## src/rtl/maquina_pkg.sv

```systemverilog
// Shared definitions for the Maquina Sencilla control path: FSM states,
// opcode fields, address-mux selects and ALU operation codes.
package maquina_pkg;

    typedef enum logic [2:0] {
        S_FETCH,
        S_DECODE,
        S_LOAD_B,
        S_EXEC,
        S_IO,
        S_HALT
    } state_e;

    // ALU-class instructions are identified by cop[3:2]; the rest use all four bits
    localparam logic [1:0] OP_ADD  = 2'b00;
    localparam logic [1:0] OP_CMP  = 2'b01;
    localparam logic [1:0] OP_MOV  = 2'b10;
    localparam logic [1:0] OP_EXT  = 2'b11;
    localparam logic [3:0] OP_BEQ  = 4'b1100;
    localparam logic [3:0] OP_IN   = 4'b1101;
    localparam logic [3:0] OP_OUT  = 4'b1110;
    localparam logic [3:0] OP_HALT = 4'b1111;

    localparam logic [1:0] SEL_PC   = 2'b00;
    localparam logic [1:0] SEL_ZERO = 2'b01;
    localparam logic [1:0] SEL_SRC  = 2'b10;
    localparam logic [1:0] SEL_DST  = 2'b11;

    localparam logic [1:0] ALU_ADD  = 2'b00;
    localparam logic [1:0] ALU_SUB  = 2'b01;
    localparam logic [1:0] ALU_PASS = 2'b10;

endpackage

```

## src/rtl/io_watchdog.sv

```systemverilog
// Saturating 16-bit cycle counter guarding the I/O handshake; flags a timeout
// on the cycle that would be the IO_TIMEOUT-th consecutive non-ack cycle.
module io_watchdog #(
    parameter int unsigned IO_TIMEOUT = 255
) (
    input  logic clk,
    input  logic rst_n,
    input  logic clear,
    input  logic enable,
    output logic timeout
);

    logic [15:0] count;

    always_ff @(posedge clk or negedge rst_n) begin
        if (!rst_n) begin
            count <= '0;
        end else if (clear) begin
            count <= '0;
        end else if (enable && count != '1) begin
            count <= count + 16'd1;
        end
    end

    // count holds the number of prior non-ack cycles, so the current one is count+1
    assign timeout = (count >= 16'(IO_TIMEOUT - 1));

endmodule

```

## src/rtl/control_unit.sv

```systemverilog
// Four-phase fetch/decode/execute sequencer for the Maquina Sencilla datapath,
// with a req/ack port handshake for IN/OUT guarded by io_watchdog.
module control_unit
    import maquina_pkg::*;
#(
    parameter int unsigned IO_TIMEOUT = 255
) (
    input  logic       clk,
    input  logic       rst_n,
    input  logic [3:0] cop,
    input  logic       fz,
    input  logic       port_ack,
    output logic       mx1,
    output logic       mx0,
    output logic       alu_op1,
    output logic       alu_op0,
    output logic       le,
    output logic       pc_w,
    output logic       ir_w,
    output logic       a_w,
    output logic       b_w,
    output logic       fz_w,
    output logic       mx_memio,
    output logic       port_rd,
    output logic       port_wr,
    output logic       io_err,
    output logic       halted
);

    state_e     state, state_next;
    logic [1:0] mx, alu_op;
    logic       wd_clear, wd_en, wd_timeout, err_set;

    io_watchdog #(.IO_TIMEOUT(IO_TIMEOUT)) u_watchdog (
        .clk     (clk),
        .rst_n   (rst_n),
        .clear   (wd_clear),
        .enable  (wd_en),
        .timeout (wd_timeout)
    );

    always_ff @(posedge clk or negedge rst_n) begin
        if (!rst_n) begin
            state  <= S_FETCH;
            io_err <= 1'b0;
        end else begin
            state <= state_next;
            if (err_set) io_err <= 1'b1;
        end
    end

    always_comb begin
        state_next = state;
        mx         = SEL_PC;
        alu_op     = ALU_ADD;
        le         = 1'b0;
        pc_w       = 1'b0;
        ir_w       = 1'b0;
        a_w        = 1'b0;
        b_w        = 1'b0;
        fz_w       = 1'b0;
        mx_memio   = 1'b0;
        port_rd    = 1'b0;
        port_wr    = 1'b0;
        halted     = 1'b0;
        wd_clear   = 1'b0;
        wd_en      = 1'b0;
        err_set    = 1'b0;

        case (state)
            S_FETCH: begin
                mx         = SEL_PC;
                ir_w       = 1'b1;
                pc_w       = 1'b1;
                state_next = S_DECODE;
            end
            S_DECODE: begin
                if (cop[3:2] != OP_EXT) begin
                    mx         = SEL_SRC;
                    a_w        = 1'b1;
                    state_next = (cop[3:2] == OP_MOV) ? S_EXEC : S_LOAD_B;
                end else begin
                    case (cop)
                        OP_BEQ: begin
                            // taken branch loads pc and ir from the target in one go
                            if (fz) begin
                                mx         = SEL_DST;
                                ir_w       = 1'b1;
                                pc_w       = 1'b1;
                                state_next = S_DECODE;
                            end else begin
                                state_next = S_FETCH;
                            end
                        end
                        OP_IN, OP_OUT: begin
                            wd_clear   = 1'b1;
                            state_next = S_IO;
                        end
                        default: state_next = S_HALT;
                    endcase
                end
            end
            S_LOAD_B: begin
                mx         = SEL_DST;
                b_w        = 1'b1;
                state_next = S_EXEC;
            end
            S_EXEC: begin
                mx   = SEL_DST;
                fz_w = 1'b1;
                case (cop[3:2])
                    OP_ADD: begin
                        alu_op = ALU_ADD;
                        le     = 1'b1;
                    end
                    OP_CMP: alu_op = ALU_SUB;
                    default: begin
                        alu_op = ALU_PASS;
                        le     = 1'b1;
                    end
                endcase
                state_next = S_FETCH;
            end
            S_IO: begin
                mx      = SEL_DST;
                port_rd = (cop == OP_IN);
                port_wr = (cop == OP_OUT);
                if (port_ack) begin
                    le         = port_rd;
                    mx_memio   = port_rd;
                    state_next = S_FETCH;
                end else if (wd_timeout) begin
                    err_set    = 1'b1;
                    state_next = S_FETCH;
                end else begin
                    wd_en = 1'b1;
                end
            end
            S_HALT: halted = 1'b1;
            default: state_next = S_FETCH;
        endcase

        // outputs are forced quiet for the whole reset interval, including mid-IO
        if (!rst_n) begin
            mx       = SEL_PC;
            alu_op   = ALU_ADD;
            le       = 1'b0;
            pc_w     = 1'b0;
            ir_w     = 1'b0;
            a_w      = 1'b0;
            b_w      = 1'b0;
            fz_w     = 1'b0;
            mx_memio = 1'b0;
            port_rd  = 1'b0;
            port_wr  = 1'b0;
            halted   = 1'b0;
        end
    end

    assign mx1     = mx[1];
    assign mx0     = mx[0];
    assign alu_op1 = alu_op[1];
    assign alu_op0 = alu_op[0];

endmodule

```

## config.mk

```make
export PLATFORM = sky130hd
export DESIGN_NAME = control_unit
export DESIGN_NICKNAME = d
export VERILOG_FILES = /design/src/rtl/maquina_pkg.sv /design/src/rtl/io_watchdog.sv /design/src/rtl/control_unit.sv
export SDC_FILE = /design/constraint.sdc
export NUM_CORES = 1
export LEC_CHECK = 0
export ABC_CLOCK_PERIOD_IN_PS = 4400
export BUFFER_PORTS_ARGS = -buffer_cell sky130_fd_sc_hd__buf_4
export CAP_MARGIN = 20
export CORE_AREA = 2 2 48 50
export DETAILED_ROUTE_END_ITERATION = 8
export DIE_AREA = 0 0 50 52
export GPL_TIMING_DRIVEN = 0
export PLACE_DENSITY = 0.8
export REMOVE_ABC_BUFFERS = 1
export SYNTH_ARGS = -nofsm -noshare
export SYNTH_HDL_FRONTEND = slang
export SYNTH_SLANG_ARGS = --single-unit
```

## constraint.sdc

```tcl
create_clock -name clk -period 4.4 [get_ports clk]
set_input_delay 0.88 -clock clk [delete_from_list [all_inputs] [get_ports clk]]
set_output_delay 0.88 -clock clk [all_outputs]
set_load 0.1 [all_outputs]
```

**Yosys cells after proc, flatten, opt, wreduce, memory -nomap -nowiden**

Index checks and enable logic that the tools add are counted.

- Add/sub/neg operators: 1
- $mul: 0
- Divide/modulo/power cells: 0
- Order comparisons: 1
- Equality and inequality tests: 13
- Shifts and indexed selects: 0
- Multiplexer cells: 50
- Bitwise gates (word level): 1
- Reductions and logical operators: 7

Operators by type and width:

| operator | count |
|---|---|
| $mux W1 | 33 |
| $mux W16 | 2 |
| $add A16 B1 Y16 const B | 1 |
| $ge A16 B8 Y1 const B | 1 |
| $ne A16 B16 Y1 const B | 1 |
| $pmux W3 S5 | 1 |
| $eq A4 B4 Y1 const B | 3 |
| $mux W2 | 6 |
| $mux W3 | 3 |
| $pmux W2 S2 | 2 |
| $eq A3 B2 Y1 const B | 2 |
| $eq A3 B3 Y1 const B | 2 |
| $pmux W3 S2 | 1 |
| $pmux W1 S2 | 2 |
| $eq A3 B1 Y1 const B | 1 |
| $logic_not A3 Y1 | 1 |
| $ne A3 B2 Y1 const B | 1 |
| $reduce_or A3 Y1 | 1 |
| $eq A2 B1 Y1 const B | 1 |
| $eq A2 B2 Y1 const B | 1 |
| $logic_not A2 Y1 | 1 |
| $ne A2 B2 Y1 const B | 1 |
| $reduce_and A2 Y1 | 1 |
| $reduce_bool A2 Y1 | 1 |
| 3 further kinds | 3 |

- Register bits after elaboration: 20
- Latch bits: 0
- Bits in writable memories: 0
- Memory bits (read-only): 0
- Bits of input ports: 8
- Output and inout bits: 15
- Memories: 0

**Longest topological paths before layout**

- Word-level depth: 7
- Depth in mapped cells: 6
- Depth with buffers taken out: 6

**Modules after synthesis**

Synthesis repeated with hierarchy kept, for this count alone.

- Cells, all modules: 160
- Area, all modules: 1418.9 sq um

Modules (own cells, without submodules):

| module | instances | cells each | area each (sq um) | seq. area each (sq um) |
|---|---|---|---|---|
| io_watchdog | 1 | 100 | 984.7 | 400.4 |
| control_unit | 1 | 60 | 434.2 | 100.1 |

**Least setup slack after synthesis**

No wires, ideal clock.

- Path type: in2out
- Start: input cop[2]
- End: output a_w
- Arrival: 3.929 ns
- Required time: 3.520 ns
- Setup slack: -0.409 ns
- Stages: 2
- Cell sequence: and2_1 -> nor4_1

- Longest elaborated chain between the ends: 4

RTL lines:

| element | line | RTL |
|---|---|---|
| start: declaration | control_unit.sv:10 | `input logic [3:0] cop,` |
| $ne A2 B2 Y1 | control_unit.sv:78 | `if (cop[3:2] != OP_EXT) begin` |
| $mux W1 | control_unit.sv:78 |  |
| $mux W1 | control_unit.sv:70 | `case (state)` |
| $mux W1 | control_unit.sv:144 | `if (!rst_n) begin` |
| end: declaration | control_unit.sv:20 | `output logic a_w,` |

Every way passes these cells.

**Final worst setup path**

- Start: input rst_n
- End: output le

- Longest elaborated chain between the ends: 1

RTL lines:

| element | line | RTL |
|---|---|---|
| start: declaration | control_unit.sv:9 | `input logic rst_n,` |
| $mux W1 | control_unit.sv:144 |  |
| end: declaration | control_unit.sv:17 | `output logic le,` |

Every way passes these cells.

==> key figures <==
Routing
  • Top sig layer: met4
  • Vias per cell: 5.62
  • Post-DR wirelength/cell: 13.2 um
  • Post-Route WL: 2220 um
  • Via count: 949
  • Met2 routed WL: between 1000 and 1500 um
  • Post-DRT Antenna Nets: 0
  • TritonRoute pass-1 iters: 4
  • Met3 wire len: 105 um
  • Met1 Wirelength: between 1000 and 1500 um
  • Drt drc: 0
  • Initial DRC Count: 20

Yosys
  • Netlist Area Pre-Place: about 1100 um2
  • Yosys top cell area share: a little over two fifths
  • Yosys reg bits: 20
  • Syn Inst Count: 120
  • Largest cells by area after synthesis: dfrtp_1 44%, and2_1 6.0%, nand2_1 4.0%
  • Register area share after synthesis: around 44%
  • Count of different cell masters after synthesis: 37
  • Post-synthesis area per instance: approximately 9.5 um2
  • Yosys warns: 0
  • Cell taking the most area after synthesis: dfrtp_1

CTS
  • Worst skew pair latency: approximately 0.30 ns
  • CTS sink cnt: 20
  • CTS Root Buffer Type: clkbuf_4
  • CTS H-tree lvls: 1
  • Clock transition at path regs: approximately 0.10 ns
  • Cts hold-fix bufs: 0
  • PostCTS Resize Cnt: 0
  • CTS Buf Count: 3
  • CTS tree: yes
  • Number of setup buffers added after CTS: 0
  • Max clock buf depth: 2

Global routing
  • GRT Util Overall: about a fifth
  • Antenna violations before repair: 0
  • Largest net degree at the start of global routing: 28
  • Overflow after GRT: 0
  • Vias in the first global route: approximately 840
  • First-pass GRT wire length: around 3700 um

Place
  • GPL Wtd Cong: between 0.7 and 0.8
  • Final HPWL DP: 1620 um
  • Port Buffers: 22
  • Placed insts: about 170

Pwr
  • Power Dens Cells: 498 nW/um2
  • Psw: 0.000347 W
  • Clock power share: 12.8%
  • Sequential power share: 37.7%
  • Static leakage: between 0.6 and 0.7 nW
  • Switching part of the total power: 51.8%
  • Total Power Consumption: 0.000670 W
  • Int Pwr: ~0.00032 W
  • Peak VDD IR: 0.000397 V
  • Combinational group share of total power: 49.5%

STA
  • Fin crit period: 3.07 ns
  • Max_slew headroom: between 50% and 60%
  • Fin. Hold Viols: 0
  • Worst Clk Skew: about 0.0013 ns
  • Fmax: about 330 MHz
  • Setup TNS: 0 ns
  • Final Cycle Share: 69.8%
  • Least-Margin Pin Slew: between 0.6 and 0.7 ns
  • Setup-failing EPs final: 0
  • RSZ-0062 raised after global routing: no
  • Pins Over Slew Limit: 0

Critical path
  • Reg2reg start: u_watchdog.count[0]$_DFFE_PN0P_
  • Critical Path RT: about 3.5 ns
  • Worst R2R Setup Slack: around 2.7 ns
  • Startpoint types: primary input
  • FF-to-FF End: u_watchdog.count[3]$_DFFE_PN0P_
  • Worst Setup Path Type: in -> out
  • R2R cell count: 6
  • CP max FO: 27
  • Crit path arrival time: about 2.2 ns
  • Critical path capture point type: primary output

Worst hold path
  • Hold WC Path Type: in -> async

Job
  • Max-cap violation count: 0

Final layout
  • Core Util, Final: ~64%
  • Final nets: 153
  • Area grow syn2layout: 17.9%
  • # diodes: 0
  • Post-route insts no fill: around 170
  • Share of cells above drive strength 1: about a quarter

Floorplanning
  • Die area: 2600 um2
  • Area of the core: approximately 2100 um2
  • Top Ports: 23
  • Core Rows: 17
  • Die height: 52 um
  • Initial Utilization: a little over half
  • Die width: around 50 um

Outcome
  • Outcome: completed
==> how the worst max path moves through the flow <==
stage | start | endpoint
after CTS | rst_n | le
after global placement | rst_n | le
final | rst_n | le
after floorplan | cop[2] | a_w
after detailed placement | rst_n | le
after global routing | rst_n | le
==> flip-flops by register name, summed over array words and instances (netlist names) <==
signal            cells
u_watchdog.count     16
io_err                1
state                 3
==> per-layer routing <==
layer / track usage [%] / up-vias
met5: 0 / -
met4: 11.1 / 0
met3: 3.16 / 5
met2: 31.1 / 28
met1: 24.0 / 449
li1: - / 467
==> power by group through the flow <==
stage	sequential, W	clock [W]	combinational, W
2_1_floorplan	0.000244	0	0.000268
3_3_place_gp	0.000253	0	0.000326
3_5_place_dp	0.000254	0	0.000333
4_1_cts	0.000250	0.0000877	0.000333
5_1_grt	0.000259	0.0000937	0.000354
6_report	0.000252	0.0000857	0.000332
==> final cells by class <==
cell class                      count  area, um2
Clock buffer                        3       22.5
Timing Repair Buffer               22        165
Inverter                            4       15.0
Multi-Input combinational cell     92        606
Tap cell                           28       35.0
Sequential cell                    20        500
Fill cell                         168        762
==> cell families (layout without fill, tap and decap cells) <==
family / Yosys count / in the layout / share of synthesized area, %
AOI/OAI and AO/OA: 24 / 24 / 13.8
DFF: 20 / 20 / 43.9
muxes: 4 / 4 / 3.51
adders and majority gates: 2 / 2 / 2.20
xor gates and xnor gates: 1 / 1 / 0.769
buffers and inverters: 8 / 29 / 2.96
and+or+nand+nor: 61 / 61 / 32.8
==> placed cells by master (no fill, tap or decap), types with 2 or more instances in the layout <==
master    instances
mux2i_1           4
o211ai_1          3
and2_1           11
and4_1            2
buf_4            22
dfrtp_1          20
nand4_1           3
nand3_1           4
ha_1              2
clkbuf_4          3
or3_1             2
o21ai_0           7
o21a_1            4
nor2_1           10
nor4_2            2
nand2_1          12
a21oi_1           3
nor3b_1           4
nor2b_1           2
inv_1             4
==> per-stage QoR <==
step / setup slack, ns / cell area [um2] / hold slack [ns]
6_report: 1.33 / 1340 / 0.455
5_1_grt: 1.22 / 1340 / 0.469
4_1_cts: 1.32 / 1340 / 0.458
3_5_place_dp: 1.33 / 1320 / 0.462
3_3_place_gp: 1.39 / 1320 / 0.461
2_1_floorplan: -0.409 / 1120 / 0.474
==> cells in the mapped netlist <==
master     n
nand4_2    1
nor4_1     1
nor3b_1    4
or3b_2     1
inv_1      4
a21oi_1    3
nor4b_4    1
a21o_2     1
buf_4      1
mux2i_1    4
o211a_1    1
and3_1     1
nand3_1    4
nor4b_1    1
o21ai_0    7
o31ai_1    1
and4_1     2
a21boi_1   1
nor2_1    10
dfrtp_1   20
nand4_1    3
or2_2      1
and2b_2    1
nand2_1   12
or3_1      2
clkbuf_1   3
nor4_2     2
o211ai_1   3
a21o_1     1
o21a_1     4
o21bai_1   1
xor2_1     1
nor3_1     1
a31oi_1    1
and2_1    11
ha_1       2
nor2b_1    2
==> critical path, cell delays in order <==
cell and delay, ns:
buf_4 0.28, nand2_1 0.14, or3_1 0.38, inv_1 0.10
a21o_1 0.12, buf_4 0.28
Power figures use the tool's default switching activity.
